`config.mk`:
```
export PLATFORM = sky130hd
export DESIGN_NAME = lsu_mem_stage
export DESIGN_NICKNAME = d
export VERILOG_FILES = /design/src/rtl/lsu_pkg.sv /design/src/rtl/lsu_align.sv /design/src/rtl/lsu_mem_stage.sv
export SDC_FILE = /design/constraint.sdc
export NUM_CORES = 1
export LEC_CHECK = 0
export ABC_AREA = 1
export CAP_MARGIN = 5
export CORE_MARGIN = 5
export CORE_UTILIZATION = 49
export DETAILED_ROUTE_END_ITERATION = 8
export GPL_TIMING_DRIVEN = 0
export PLACE_DENSITY = 0.82
export REMOVE_ABC_BUFFERS = 1
export SLEW_MARGIN = 20
export SYNTH_ARGS = -nofsm -noshare
export SYNTH_HDL_FRONTEND = slang
export SYNTH_HIERARCHICAL = 1
export SYNTH_SLANG_ARGS = --single-unit
```
`constraint.sdc`:
```
create_clock -name clk -period 3.4 [get_ports clk]
set_input_delay 0.68 -clock clk [delete_from_list [all_inputs] [get_ports clk]]
set_output_delay 0.68 -clock clk [all_outputs]
set_load 0.03 [all_outputs]
```
`src/rtl/lsu_pkg.sv`:
```
// lsu_pkg: shared encodings and helpers for the MEM-stage load/store unit.
// Access-size encoding matches the req_size field coming from EX/MEM.
package lsu_pkg;

    typedef enum logic [1:0] {
        SZ_BYTE = 2'b00,
        SZ_HALF = 2'b01,
        SZ_WORD = 2'b10,
        SZ_ILL  = 2'b11
    } size_e;

    // Lowest byte-address bit that must be zero for an in-range access:
    // MEM_DEPTH word-index bits sit above the two byte-lane bits.
    function automatic int unsigned range_lsb(input int unsigned mem_depth);
        return mem_depth + 2;
    endfunction

    // True when any address bit above the data memory's span is set.
    function automatic logic addr_out_of_range(input logic [31:0] addr,
                                               input int unsigned mem_depth);
        return (addr >> range_lsb(mem_depth)) != 32'd0;
    endfunction

endpackage

```
`src/rtl/lsu_align.sv`:
```
// lsu_align: purely combinational byte-lane steering for the load/store unit.
// Builds the full store word (read-modify-write merge for SB/SH), extracts and
// extends load data, and flags misaligned or illegal-size accesses.
module lsu_align
    import lsu_pkg::*;
(
    input  logic [1:0]  i_size,
    input  logic [1:0]  i_addr_lo,
    input  logic        i_unsigned,
    input  logic [31:0] i_wdata,
    input  logic [31:0] i_rdata,
    output logic [31:0] o_store_word,
    output logic [31:0] o_load_data,
    output logic        o_misalign
);

    logic [7:0]  w_byte;
    logic [15:0] w_half;

    // Select the addressed byte and half-word lanes of the current memory word
    always_comb begin
        w_byte = i_rdata[{i_addr_lo, 3'b000} +: 8];
        w_half = i_addr_lo[1] ? i_rdata[31:16] : i_rdata[15:0];
    end

    // Merge store data into the current word; word stores replace it outright
    always_comb begin
        o_store_word = i_rdata;
        case (size_e'(i_size))
            SZ_BYTE: o_store_word[{i_addr_lo, 3'b000} +: 8]     = i_wdata[7:0];
            SZ_HALF: o_store_word[{i_addr_lo[1], 4'b0000} +: 16] = i_wdata[15:0];
            SZ_WORD: o_store_word = i_wdata;
            SZ_ILL:  o_store_word = i_rdata;
            default: o_store_word = i_rdata;
        endcase
    end

    // Extend the selected lane; word loads ignore the unsigned flag
    always_comb begin
        o_load_data = i_rdata;
        case (size_e'(i_size))
            SZ_BYTE: o_load_data = i_unsigned ? {24'd0, w_byte}
                                              : {{24{w_byte[7]}}, w_byte};
            SZ_HALF: o_load_data = i_unsigned ? {16'd0, w_half}
                                              : {{16{w_half[15]}}, w_half};
            SZ_WORD: o_load_data = i_rdata;
            SZ_ILL:  o_load_data = i_rdata;
            default: o_load_data = i_rdata;
        endcase
    end

    // Alignment check; the illegal size encoding is reported here as well
    always_comb begin
        o_misalign = 1'b0;
        case (size_e'(i_size))
            SZ_BYTE: o_misalign = 1'b0;
            SZ_HALF: o_misalign = i_addr_lo[0];
            SZ_WORD: o_misalign = (i_addr_lo != 2'b00);
            SZ_ILL:  o_misalign = 1'b1;
            default: o_misalign = 1'b1;
        endcase
    end

endmodule

```
`src/rtl/lsu_mem_stage.sv`:
```
// lsu_mem_stage: MEM-stage load/store unit of the 5-stage RISC-V core.
// S1 holds the accepted request and drives the word-addressed data memory
// (combinational read, write on the clock edge); S2 holds the response.
// Handshake: a transfer happens on a rising edge where valid && ready are both
// high; valid may not depend on ready, and a held response never changes.
// Optional build macro LSU_STATS_EN adds load/store/error event counters.
module lsu_mem_stage
    import lsu_pkg::*;
#(
    parameter int MEM_DEPTH = 10
) (
    input  logic        clk,
    input  logic        rst_n,
    input  logic        req_valid,
    output logic        req_ready,
    input  logic        req_we,
    input  logic [1:0]  req_size,
    input  logic        req_unsigned,
    input  logic [31:0] req_addr,
    input  logic [31:0] req_wdata,
    output logic        resp_valid,
    input  logic        resp_ready,
    output logic [31:0] resp_rdata,
    output logic        resp_err,
`ifdef LSU_STATS_EN
    output logic [31:0] stat_loads,
    output logic [31:0] stat_stores,
    output logic [31:0] stat_errs,
`endif
    output logic        mem_wr,
    output logic [31:0] mem_addr,
    output logic [31:0] mem_wdata,
    input  logic [31:0] mem_rdata
);

    // S1: accepted request waiting for its memory access
    logic        r_s1_valid;
    logic        r_s1_we;
    logic [1:0]  r_s1_size;
    logic        r_s1_unsigned;
    logic [31:0] r_s1_addr;
    logic [31:0] r_s1_wdata;

    // S2: response presented to writeback
    logic        r_resp_valid;
    logic [31:0] r_resp_rdata;
    logic        r_resp_err;

    logic        w_s1_adv;
    logic        w_accept;
    logic        w_misalign;
    logic        w_range_err;
    logic        w_err;
    logic [31:0] w_store_word;
    logic [31:0] w_load_data;

    lsu_align u_align (
        .i_size       (r_s1_size),
        .i_addr_lo    (r_s1_addr[1:0]),
        .i_unsigned   (r_s1_unsigned),
        .i_wdata      (r_s1_wdata),
        .i_rdata      (mem_rdata),
        .o_store_word (w_store_word),
        .o_load_data  (w_load_data),
        .o_misalign   (w_misalign)
    );

    // S1 moves to S2 whenever S2 is empty or being drained this cycle
    assign w_s1_adv    = r_s1_valid && (!r_resp_valid || resp_ready);
    assign req_ready   = !r_s1_valid || w_s1_adv;
    assign w_accept    = req_valid && req_ready;

    assign w_range_err = addr_out_of_range(r_s1_addr, MEM_DEPTH);
    assign w_err       = w_misalign || w_range_err;

    // Memory is only addressed while S1 is occupied. The store writes only in
    // its advance cycle so a stalled store cannot commit early or twice.
    assign mem_addr    = r_s1_valid ? 32'(r_s1_addr[MEM_DEPTH+1:2]) : 32'd0;
    assign mem_wdata   = w_store_word;
    assign mem_wr      = w_s1_adv && r_s1_we && !w_err;

    assign resp_valid  = r_resp_valid;
    assign resp_rdata  = r_resp_rdata;
    assign resp_err    = r_resp_err;

    // S1 register: capture on acceptance, empty when it advances without refill
    always_ff @(posedge clk or negedge rst_n) begin
        if (!rst_n) begin
            r_s1_valid    <= 1'b0;
            r_s1_we       <= 1'b0;
            r_s1_size     <= 2'b00;
            r_s1_unsigned <= 1'b0;
            r_s1_addr     <= 32'd0;
            r_s1_wdata    <= 32'd0;
        end else if (w_accept) begin
            r_s1_valid    <= 1'b1;
            r_s1_we       <= req_we;
            r_s1_size     <= req_size;
            r_s1_unsigned <= req_unsigned;
            r_s1_addr     <= req_addr;
            r_s1_wdata    <= req_wdata;
        end else if (w_s1_adv) begin
            r_s1_valid    <= 1'b0;
        end
    end

    // S2 register: load data or zero for stores/errors; clears once consumed
    always_ff @(posedge clk or negedge rst_n) begin
        if (!rst_n) begin
            r_resp_valid <= 1'b0;
            r_resp_rdata <= 32'd0;
            r_resp_err   <= 1'b0;
        end else if (w_s1_adv) begin
            r_resp_valid <= 1'b1;
            r_resp_rdata <= (r_s1_we || w_err) ? 32'd0 : w_load_data;
            r_resp_err   <= w_err;
        end else if (r_resp_valid && resp_ready) begin
            r_resp_valid <= 1'b0;
        end
    end

`ifdef LSU_STATS_EN
    logic [31:0] r_stat_loads;
    logic [31:0] r_stat_stores;
    logic [31:0] r_stat_errs;

    // Event counters, one bump per completed access; they wrap naturally
    always_ff @(posedge clk or negedge rst_n) begin
        if (!rst_n) begin
            r_stat_loads  <= 32'd0;
            r_stat_stores <= 32'd0;
            r_stat_errs   <= 32'd0;
        end else if (w_s1_adv) begin
            if (w_err)
                r_stat_errs   <= r_stat_errs + 32'd1;
            else if (r_s1_we)
                r_stat_stores <= r_stat_stores + 32'd1;
            else
                r_stat_loads  <= r_stat_loads + 32'd1;
        end
    end

    assign stat_loads  = r_stat_loads;
    assign stat_stores = r_stat_stores;
    assign stat_errs   = r_stat_errs;
`endif

endmodule

```
== After elaboration in Yosys (flattened, before gate mapping) ==
Index checks and enable logic that the tools add are counted.

* Register bits after elaboration: 103
* Input bits: 104
* Output and inout port bits: 100
* Logic and storage cells: 51

* $add $sub $neg: 2
* Eq/ne operators: 3
* Shifts and indexed selects: 5
* Muxes and demuxes: 14
* Reduce and logical (&&, ||, !) cells: 18

{| class="wikitable"
|+ Operators by type and width
! cell !! count
|-
| $pmux 32 s4 || 1
|-
| $mux 32 || 3
|-
| $pmux 32 s3 || 1
|-
| $bwmux 32 || 2
|-
| $reduce_bool 32->1 || 1
|-
| $shift 16x7->32 const A || 1
|-
| $shift 8x7->32 const A || 1
|-
| $shiftx 16x7->32 || 1
|-
| $shiftx 32x6->8 || 1
|-
| $shiftx 8x7->32 || 1
|-
| $mux 16 || 1
|-
| $neg 5->7 || 2
|-
| $mux 10 || 1
|-
| $reduce_bool 2->1 || 3
|-
| $logic_and 1x1->1 || 5
|-
| $eq 2x2->1 const B || 2
|-
| $logic_or 1x1->1 || 4
|-
| $mux 1 || 4
|-
| $pmux 1 s4 || 1
|-
| $logic_not 1->1 || 3
|-
| $eq 2x1->1 const B || 1
|-
| $logic_not 2->1 || 1
|-
| $reduce_or 2->1 || 1
|}

== Longest topological paths before layout ==
* Word-level depth: 6
* Mapped depth: 15
* Gate-level depth less buffers: 11

== By module ==
The synthesis kept the hierarchy.

{| class="wikitable"
|+ Modules (own cells, without submodules)
! module !! instances !! cells each !! area an instance (µm²) !! seq. area each (µm²)
|-
| lsu_mem_stage || 1 || 577 || 4615.7 || 2577.5
|-
| lsu_align || 1 || 624 || 2722.6 || 0.0
|}

== Worst setup path after synthesis ==
Ideal clock, no wire load.

* Kind: register to output
* From: register r_s1_addr[1]
* To: output port mem_wr
* Data arrival time: 2470 ps
* Required time: 2720 ps
* Path slack: 250 ps
* Stages on the path, launching flop included: 16
* Buffers on the path: 5
* Path through: dfrtp_1 > buf_4 > inv_2 > buf_6 > buf_4 > ha_1 > buf_2 > o221ai_1 > inv_1 > nand2_1 > nor2_1 > nand2_1 > nor2_4 > buf_2 > nand2_1 > nor2_1

* Cells in the longest elaborated chain, start to end: 5

{| class="wikitable"
|+ Ends and longest elaborated chain
! item !! line !! source
|-
| start, declared || lsu_mem_stage.sv:41 || <nowiki>logic [31:0] r_s1_addr;</nowiki>
|-
| start signal, assigned || lsu_mem_stage.sv:100 || <nowiki>r_s1_addr <= req_addr;</nowiki>
|-
| $reduce_bool 2->1 || lsu_align.sv:58 || <nowiki>SZ_WORD: o_misalign = (i_addr_lo != 2'b00);</nowiki>
|-
| $pmux 1 s4 || lsu_align.sv:55 || <nowiki>case (size_e'(i_size))</nowiki>
|-
| net w_misalign || lsu_mem_stage.sv:51 || <nowiki>logic w_misalign;</nowiki>
|-
| $logic_or 1x1->1 || lsu_mem_stage.sv:74 || <nowiki>assign w_err = w_misalign || w_range_err;</nowiki>
|-
| $logic_not 1->1 || lsu_mem_stage.sv:80 || <nowiki>assign mem_wr = w_s1_adv && r_s1_we && !w_err;</nowiki>
|-
| $logic_and 1x1->1 || lsu_mem_stage.sv:80 ||
|-
| end, declared || lsu_mem_stage.sv:30 || <nowiki>output logic mem_wr,</nowiki>
|}

The timed path passes the listed nets, and every way through them passes these cells.

== Worst setup path after layout ==
* From: register r_s1_size[0]
* To: output port mem_wr

* Cells in the longest elaborated chain, start to end: 5
* Elaborated cells between the ends (all ways): 8
* Classes of those cells: 3 x eq/ne; 1 x mux; 4 x reduce/logical

{| class="wikitable"
|+ Ends and longest elaborated chain
! item !! line !! source
|-
| start, declared || lsu_mem_stage.sv:39 || <nowiki>logic [1:0] r_s1_size;</nowiki>
|-
| start signal, assigned || lsu_mem_stage.sv:98 || <nowiki>r_s1_size <= req_size;</nowiki>
|-
| $eq 2x2->1 (tied with other cells) || lsu_align.sv:55 ||
|-
| $pmux 1 s4 (*) || lsu_align.sv:55 ||
|-
| net w_misalign || lsu_mem_stage.sv:51 ||
|-
| $logic_or 1x1->1 (*) || lsu_mem_stage.sv:74 ||
|-
| $logic_not 1->1 (*) || lsu_mem_stage.sv:80 ||
|-
| $logic_and 1x1->1 (*) || lsu_mem_stage.sv:80 ||
|}

Mark *: on every way through the listed nets, which the timed path passes. The rest lies on a longest branch.

==> summary.txt <==
Max IR drop VDD = 244.1 uV
TritonCTS Sinks = 103
multi-input logic area = 3983 um2
Synth Cell Area = 7338 um2
TritonCTS clock tree = yes
Yosys Warn Count = 6
post-synthesis adder-cell area fraction = 0.008525
Max Fclk = 0.2972 GHz
Synth Register Bits = 103
required time worst endpoint = 2720 ps
Setup-failing EPs final = 0
Simple-Gate Fraction of Synth Area = 0.4575
FFs w/ async S/R, synth = 1.000
# DRC = 0
most crowded layer after global routing = met2
min-delay worst type = input pin to asynchronous set/reset pin
Diodes inserted = 0
# fillers = 1344
Die H = 132.4 um
Final min period = 3365 ps
commonest non-fill, non-tap cells in the layout = 544 x nand2_1, 153 x clkdlybuf4s50_1, 133 x nand3_1, 114 x nor2_1, 99 x dfrtp_1
CP max FO = 13
Logic pwr share = 0.399
number of hold violations in the final report = 0
Hold Buf Count CTS = 0
Leakage = 5.165 nW
Clock power frac = 0.264
status = finished, final reports clean
Slowest cell on crit path = dfrtp_4
layout cells sized above 1 = 0.04335
largest net degree at the start of global routing = 80
clk_lat worst skew = 360 ps
Distinct cells, synth = 31
Sw Pwr = 1.775 mW
Die X = 132.4 um
Hold Slack = 228.1 ps
post-synthesis mux area share = 0
via count = 7793
starting density of the core = 0.5030
slowest cell delay on critical path = 600 ps
cell family with most CP delay = simple AND/OR/NAND/NOR gates
first-pass GRT wire length = 35.84 mm
Flop pwr share = 0.337
Net Sw Frac = 0.4026
RSZ-0062 raised after global routing = true
Most used DFF post-synth = dfrtp_1
Max-slew headroom = 0.3283
global-route met3 utilization = 0.05038
full die area = 17520 um2
max-slew violation count = 0
Slew @ Worst Pin = 1008 ps
Row Count = 44
Total GRT Usage = 0.2479
met2 Use GR = 0.3883
CTS root buffer = clkbuf_16
H-Tree Depth = 3
sequential share of the synthesized area = 0.3512
Via density = 5.120
Worst setup SP type = register
number of global-route vias before repair = 7021
Nets = 1442
WS Path Type = register to output pin
placer's final routability congestion estimate = 0.9119
Synth-to-Final Area Change = 28.92%
internal cell power = 2.633 mW
DRT Wirelength = 22.12 mm
total grt overflow = 0
initial antenna violation count = 0
Final Skew = 9.833 ps
commonest non-fill, non-tap cell in the layout = nand2_1
Reg clk slew, reported paths = 70 ps
max-cap viol count = 0
TritonCTS Buffers = 9
Avg Synthesized Cell Area = 6.110 um2
number of synthesized flops with an enable pin = 0
IO buf count = 181
detail-routed net length per standard cell = 14.53 um
PD cells = 466.0 nW/um2
main combinational cell family by area after synthesis = simple AND/OR/NAND/NOR gates
Synth Area in XOR/XNOR = 0
DR pass1 iterations = 5
core footprint = 14590 um2
DR iter-0 viols = 795
register area = 2587 um2
Gate Count Post-Synth = 1201
IO Count = 204
CP Buf/Inv Count = 3
crit end category = output pin
Tcrit/Tclk final = 0.9896
# placed instances = 1499
CP cell instances = clkinvlp_4, nand2_1, o221ai_1, inv_1, nand2_1, nor2_1, nand2_1, nor2_4, nand2_1, nor2_1, clkdlybuf4s15_2
data arrival time of the worst path = 2680 ps
Synth Area in Compound Gates = 0.05661
hpwl dp = 15.37 mm
met1 usage = 0.3358
Max clock buf depth = 2
antenna-violating nets left = 0
Non-Filler Instances = 1522
Worst path most repeated cell = nand2_1
## Yosys cell counts, types with 2 or more instances
library cell	count	share of area
a21boi_1	4	0.0041
a21oi_1	41	0.028
a22oi_1	3	0.0031
buf_1	3	0.0015
buf_2	30	0.020
buf_4	32	0.033
buf_6	5	0.0077
clkbuf_1	22	0.011
dfrtp_1	103	0.35
ha_1	5	0.0085
inv_1	95	0.049
inv_2	4	0.0020
nand2_1	544	0.28
nand2_2	6	0.0051
nand3_1	133	0.091
nand4_1	15	0.013
nor2_1	115	0.059
nor2_2	4	0.0034
nor2_4	2	0.0031
o21ai_0	22	0.015
o21ai_1	3	0.0020
## power by group through the flow
stage | sequential [mW] | clock, mW | combinational [mW]
final | 1.48 | 1.16 | 1.76
after CTS | 1.48 | 1.18 | 1.75
after floorplan | 1.49 | 0 | 1.06
after global placement | 1.54 | 0 | 1.67
after global routing | 1.50 | 1.24 | 1.95
after detailed placement | 1.51 | 0 | 1.74
## path summary, 6_finish.rpt
| check | from | cells past startpoint | slack [ps] | end |
|---|---|---|---|---|
| worst max-delay path | r_s1_size[0] | 11 | 40 | mem_wr |
| worst min-delay path | rst_n | 1 | 230 | r_s1_wdata[3] |
| worst max register to register | r_s1_size[0] | 10 | 780 | resp_rdata[27] |
| worst min register to register | r_s1_wdata[30] | 2 | 470 | r_s1_wdata[30] |
| max in group asynchronous | rst_n | 2 | 2510 | r_s1_addr[1] |
| min in group clk | r_s1_wdata[30] | 2 | 470 | r_s1_wdata[30] |
## final cells by class
| class | count | area share |
|---|---|---|
| Multi-Input combinational cell | 927 | 0.4210 |
| Clock buffer | 11 | 0.02566 |
| Timing Repair inverter | 1 | 0.0007935 |
| Sequential cell | 103 | 0.2735 |
| Inverter | 101 | 0.04245 |
| Timing Repair Buffer | 190 | 0.2031 |
| Clock inverter | 5 | 0.009126 |
| Tap cell | 184 | 0.02434 |
## timing repair
| action | in CTS | in global routing |
|---|---|---|
| gates cloned | 2 | 0 |
| setup buffers | 4 | 1 |
| pin swaps | 1 | 0 |
| hold endpoints to repair | 0 | 0 |
| setup endpoints to repair | 33 | 16 |
| gates resized for setup | 39 | 7 |
## metal layers
metal  wire (um)  vias up
met5           0        -
met4         752        0
met3        1972       50
met2       10110      319
met1        9277     3503
li1            -     3921
## sequential cells by signal (all words and copies together) (netlist names)
name	count
r_s1_size	2
r_s1_unsigned	1
resp_err	1
resp_rdata	32
r_s1_addr	32
r_s1_valid	1
r_s1_we	1
resp_valid	1
r_s1_wdata	32
## cell families after synthesis
logic type / count (synthesis)
compound gates: 77
buf+inv: 193
other cells: 1
fa+ha+maj: 5
flops: 103
simple gates: 822
## metrics by stage
step                power [mW]    util  area (um2)  setup slack [ps]  setup TNS, ps
global route             4.694  0.6485        9460            -115.3         -115.3
CTS                      4.417  0.6467        9434            -6.728         -6.728
global placement         3.209  0.6113        8919             -2191        -366870
detailed placement       3.249  0.6184        9022             -1170         -10700
finish                   4.408  0.6485        9460             35.31              0
floorplan                2.550       -        6877            -499.1          -1591
Note: power is estimated with default switching activity, not from simulation.
==> edit 1 (config.mk and constraints unchanged) <==
The parameter `MEM_DEPTH` goes from 10 to 20.
--- a/src/rtl/lsu_mem_stage.sv
+++ b/src/rtl/lsu_mem_stage.sv
@@ -7,7 +7,7 @@
 module lsu_mem_stage
     import lsu_pkg::*;
 #(
-    parameter int MEM_DEPTH = 10
+    parameter int MEM_DEPTH = 20
 ) (
     input  logic        clk,
     input  logic        rst_n,
Behaviour: not the same (a bounded check fails within 4 cycles, from zero or initial values and one cycle with rst_n low).
==> edit 1 against the unedited design <==
Area after synthesis up 2.2%. Wire length up 8.0%. Register-to-register slack better by 0.07 ns. Sequential share of layout area down 0.46 points. Final area up 1.7%. Sequential cell count unchanged. Sequential power up 3%. Total power down 0.20%. Worst setup slack better by 0.044 ns. Critical path depth down 1.
==> edit 1: results (changes against the unedited design) <==
Outcome
  • Status: complete, no violations

Setup path
  • R2r endpoint: resp_rdata[7]$_DFFE_PN0P_
  • Max Fanout on Critical Path: 50 (+37)
  • Worst EP arrival: 2.64 ns (-0.04 ns)
  • CP max stage cell: dfrtp_4
  • Worst Setup SP: r_s1_addr[1]$_DFFE_PN0P_
  • Worst setup path endpoint: mem_wr
  • CP peak stage delay: 0.58 ns (-0.02 ns)
  • Flop-to-flop setup slack: 0.85 ns (+0.07 ns)
  • R2R depth: 9 (-1)

Final layout
  • Seq area share: 26.9% (-0.46 points)
  • Share of cells above drive strength 1: 7.19% (+2.9 points)
  • Non-clk bufs: 201 (+5.8%)
  • Antenna diode instance count: 1 (+1)
  • NonClk Buf Share: 20.5% (+0.16 points)
  • Clock buf count: 10 (-1)
  • Fillers: 1461 (+8.7%)
  • Clock network area share: 3.02% (-0.46 points)
  • Multi-input gate area: 4120 µm² (+3.5%)

Placement
  • Count of input and output buffers: 191 (+5.5%)
  • Post-detail-place hpwl: 16.2 mm (+5.1%)
  • Placement Setup Slack: -1.36 ns (-0.194 ns)
  • Placed Cells: 1511 (+0.80%)
  • Placer Congestion: 0.939 (+2.9%)

Pwr
  • Worst VDD drop: 0.269 mV (+10%)
  • Leak: 5.21 nW (+0.91%)

Timing
  • Fin worst setup slack: 0.0795 ns (+0.0442 ns)
  • Slew margin rel.: 28.9% (-3.9 points)
  • Clock skew: 0.00756 ns (-0.00228 ns)

CTS
  • CTS max path bufs: 2 (unchanged)
  • Clk Latency, worst-skew pair: 0.36 ns (about the same)

Route
  • Initial DRT Pass Iterations: 5 (unchanged)
  • Initial DRC count: 665 (-16%)
  • WL/cell: 15.5 µm (+6.8%)
  • Vias/cell: 5.25 (+2.5%)
  • Vias: 8071 (+3.6%)

Die
  • Tap cells: 188 (+2.2%)

Logic synthesis
  • Top cells by area, synth: dfrtp_1 (34%), nand2_1 (28%), nand3_1 (8.1%)
  • Commonest cells post-synth: nand2_1 (563), nand3_1 (121), dfrtp_1 (103), nor2_1 (103), inv_1 (94)
  • Gate Count Post-Synth: 1202 (+0.083%)
  • Sequential share of the synthesized area: 34.4% (-0.76 points)
  • Post-synthesis mux area share: 0% (unchanged)
  • Synth Area in Compound Gates: 5.00% (-0.66 points)
  • Adder-cell area share of the yosys netlist: 0.834% (-0.018 points)

GRT
  • Largest net degree at the start of global routing: 72 (-10%)
  • Vias in the first global route: 7452 (+6.1%)
  • First-pass GRT wire length: 38.0 mm (+6.1%)
  • Overall routing resource usage: 26.3% (+1.5 points)
  • Initial antenna violation count: 1 (+1)

Min path
  • HP Class: in2async
## edit 1: cell types whose count changed in the layout (fill, tap and decap cells not counted), sizes merged, moves of 2 or more
cell and delta:
bufinv -2, buf +2, dlygate4sd2 -3, nand3 +8, clkinvlp +3, clkdlybuf4s15 +4, clkbuf +8, nand2 +21
conb -10, nor2 -11, clkdlybuf4s50 +3, dlymetal6s2s -4, a21oi -8
## edit 1: cell families after synthesis
family | count (synthesis)
adders and majority gates | 5
buffers and inverters | 185
other | 1
and+or+nand+nor | 839
AOI/OAI and AO/OA | 69
DFF | 103
## edit 1: stage by stage
stage	instance area, µm²	hold WS (ns)
6_report	9620	0.218
5_1_grt	9620	0.236
4_1_cts	9590	0.226
3_5_place_dp	9230	0.460
3_3_place_gp	9150	0.452
2_1_floorplan	7000	0.384
## edit 1: what timing repair did
| item | in CTS | in global routing |
|---|---|---|
| pin swaps | 2 | 0 |
| cloned | 3 | 0 |
| endpoints found under the setup margin | 67 | 21 |
| setup buffers | 3 | 4 |
| resized for setup | 55 | 28 |
## edit 1: critical path, delay by kind of cell (launching register included)
family                     cells  cell delay [ns]
and+or+nand+nor                5             0.62
buffers and inverters          3             0.60
DFF                            1             0.58
adders and majority gates      1             0.24
AOI/OAI and AO/OA              1             0.20
## edit 1: where the power goes
group	total [mW]	internal, mW	switching [mW]
Sequential	1.52	1.35	0.172
Clock	1.03	0.529	0.499
Combinational	1.85	0.628	1.22
## edit 1: metal layers
layer,global-route usage [%],wire length (µm)
met5,0,0
met2,43.9,11500
met1,34.9,9810
met3,3.36,1870
met4,10.1,658
==> edit 2 (same settings) <==
Without the edit above. Put one more register stage on the output `resp_err`. The value now appears one clock later. The other outputs are not delayed to match.
--- a/src/rtl/lsu_mem_stage.sv
+++ b/src/rtl/lsu_mem_stage.sv
@@ -81,7 +81,9 @@
 
     assign resp_valid  = r_resp_valid;
     assign resp_rdata  = r_resp_rdata;
-    assign resp_err    = r_resp_err;
+    always_ff @(posedge clk) begin
+        resp_err <= r_resp_err;
+    end
 
     // S1 register: capture on acceptance, empty when it advances without refill
     always_ff @(posedge clk or negedge rst_n) begin
Function: changed (a bounded check fails within 4 cycles, from zero or initial values and one cycle with rst_n low).
==> edit 2 against the unedited design <==
Final area grew 0.60%. Area after synthesis grew 0.27%. Combinational power grew 3%. Critical endpoint is now mem_wdata[22]. Wire length grew 1.9%. Total power shrank 2.4%. Clock skew is essentially flat. Sequential cell count grew 1. Worst setup slack gained 0.097 ns.
==> edit 2: results (changes against the unedited design) <==
Pwr
  • Sw power: 1.79 mW (+0.63%)
  • Clk pwr: 0.998 mW (-14%)
  • Worst VDD drop: 0.280 mV (+15%)
  • Leak: 5.19 nW (+0.49%)
  • Seq group: roughly 1.5 mW

Final layout
  • Antenna diode instance count: 0 (unchanged)
  • Layout Cells excl Fill: 1533 (+0.72%)
  • Final instance area: 9520 µm² (+0.60%)
  • Fillers: 1408 (+4.8%)
  • Share of cells above drive strength 1: 5.11% (+0.78 points)

GRT
  • Overall routing resource usage: 24.7% (-0.12 points)
  • Largest net degree at the start of global routing: 80 (unchanged)
  • Vias in the first global route: 7115 (+1.3%)
  • Met1 GRT Util: 32.5% (-1.1 points)
  • Grt met3 use: 5.28% (+0.24 points)
  • Met2 Usage GRT: 39.7% (+0.88 points)
  • Initial antenna violation count: 0 (unchanged)
  • First-pass GRT wire length: 35.8 mm (-0.11%)

Logic synthesis
  • Yosys warning total: 6 (unchanged)
  • Top cells by area, synth: dfrtp_1 (35%), nand2_1 (28%), nand3_1 (9.0%)
  • Commonest cells post-synth: nand2_1 (544), nand3_1 (133), nor2_1 (115), dfrtp_1 (103), inv_1 (95)
  • Mean Syn Cell Area: 6.12 µm² (+0.19%)
  • Sequential share of the synthesized area: 35.3% (+0.18 points)
  • Synth cell types: 32 (+3.2%)
  • Post-synthesis async set-or-reset flop share: 99.0% (-0.96 points)

CTS
  • Post-CTS Repair Setup Buffers: 6 (+2)
  • TritonCTS buffer count: 9 (unchanged)
  • H-Tree Depth: 3 (unchanged)
  • Root buffer cell: clkbuf_16
  • Resized cells post-CTS: 40 (+2.6%)
  • Clk Latency, worst-skew pair: roughly 0.35 ns
  • Clock-pin slew on the worst setup and hold paths: 0.07 ns (about the same)
  • CTS max path bufs: 2 (unchanged)

Route
  • Routed WL: 22.5 mm (+1.9%)
  • DR WL met3: 1.99 mm (+0.86%)
  • Initial DRT Pass Iterations: 6 (+1)
  • Met2 wire len: 10.5 mm (+3.4%)
  • Top Layer Used: met4
  • Vias: 7923 (+1.7%)
  • Post-Route M1 WL: 9.43 mm (+1.7%)
  • Initial DRC count: 785 (-1.3%)

Placement
  • Post-detail-place hpwl: 15.5 mm (+0.69%)
  • Placer Congestion: 0.892 (-2.2%)
  • Dpl cell area: 9020 µm² (unchanged)
  • Count of input and output buffers: 181 (unchanged)

Timing
  • Actual slew at the worst max-slew pin: 0.997 ns (-0.0109 ns)
  • Clock skew: 0.00990 ns (+0.0000634 ns)

Setup path
  • CP peak stage delay: 0.67 ns (+0.07 ns)
  • Max Fanout on Critical Path: 50 (+37)
  • Worst EP arrival: 2.59 ns (-0.09 ns)
  • CP max stage cell: clkdlybuf4s50_1
  • Largest delay share family, worst path: buffers and inverters

Min path
  • HP Class: in2async

Outcome
  • Status: complete, no violations
-- edit 2: cell types whose count changed after synthesis, sizes merged --
cell / unedited run / this run
dfxtp: 0 / 1
-- edit 2: kinds of logic after synthesis --
| family | count (synthesis) | synth area share, % |
|---|---|---|
| flip-flops | 104 | 35.3 |
| AND/OR/NAND/NOR | 822 | 45.6 |
| buffers and inverters | 193 | 12.5 |
| adder cells (fa/ha/maj) | 5 | 0.850 |
| AO/OA/AOI/OAI | 77 | 5.65 |
| other | 1 | 0.0510 |
-- edit 2: path summary, 6_finish.rpt --
path	from	end	slack, ns	cells past startpoint
min in group clk	r_resp_err$_DFFE_PN0P_	resp_err$_DFF_P_	0.37	0
hold / removal	rst_n	r_s1_wdata[20]$_DFFE_PN0P_	0.22	1
setup / recovery	r_s1_addr[1]$_DFFE_PN0P_	mem_wdata[22]	0.13	9
max in group asynchronous	rst_n	r_s1_addr[4]$_DFFE_PN0P_	2.53	2
setup reg to reg	r_s1_valid$_DFFE_PN0P_	r_s1_addr[23]$_DFFE_PN0P_	0.86	4
hold reg to reg	r_resp_err$_DFFE_PN0P_	resp_err$_DFF_P_	0.37	0
-- edit 2: area by class of cell --
class / instances / share of cell area, %
timing repair buffer: 199 / 21.0
inverter: 101 / 4.22
clock inverter: 5 / 0.408
clock buffer: 11 / 2.55
timing repair inverter: 1 / 0.0789
multi-input combinational: 928 / 42.0
tap: 184 / 2.42
sequential: 104 / 27.4
-- edit 2: stage by stage --
| stage | setup slack [ns] | power (mW) |
|---|---|---|
| 6_report | 0.132 | 4.30 |
| 3_5_place_dp | -1.46 | 3.26 |
| 2_1_floorplan | -0.499 | 2.56 |
| 4_1_cts | 0.00619 | 4.27 |
| 3_3_place_gp | -2.20 | 3.22 |
| 5_1_grt | -0.00281 | 4.57 |
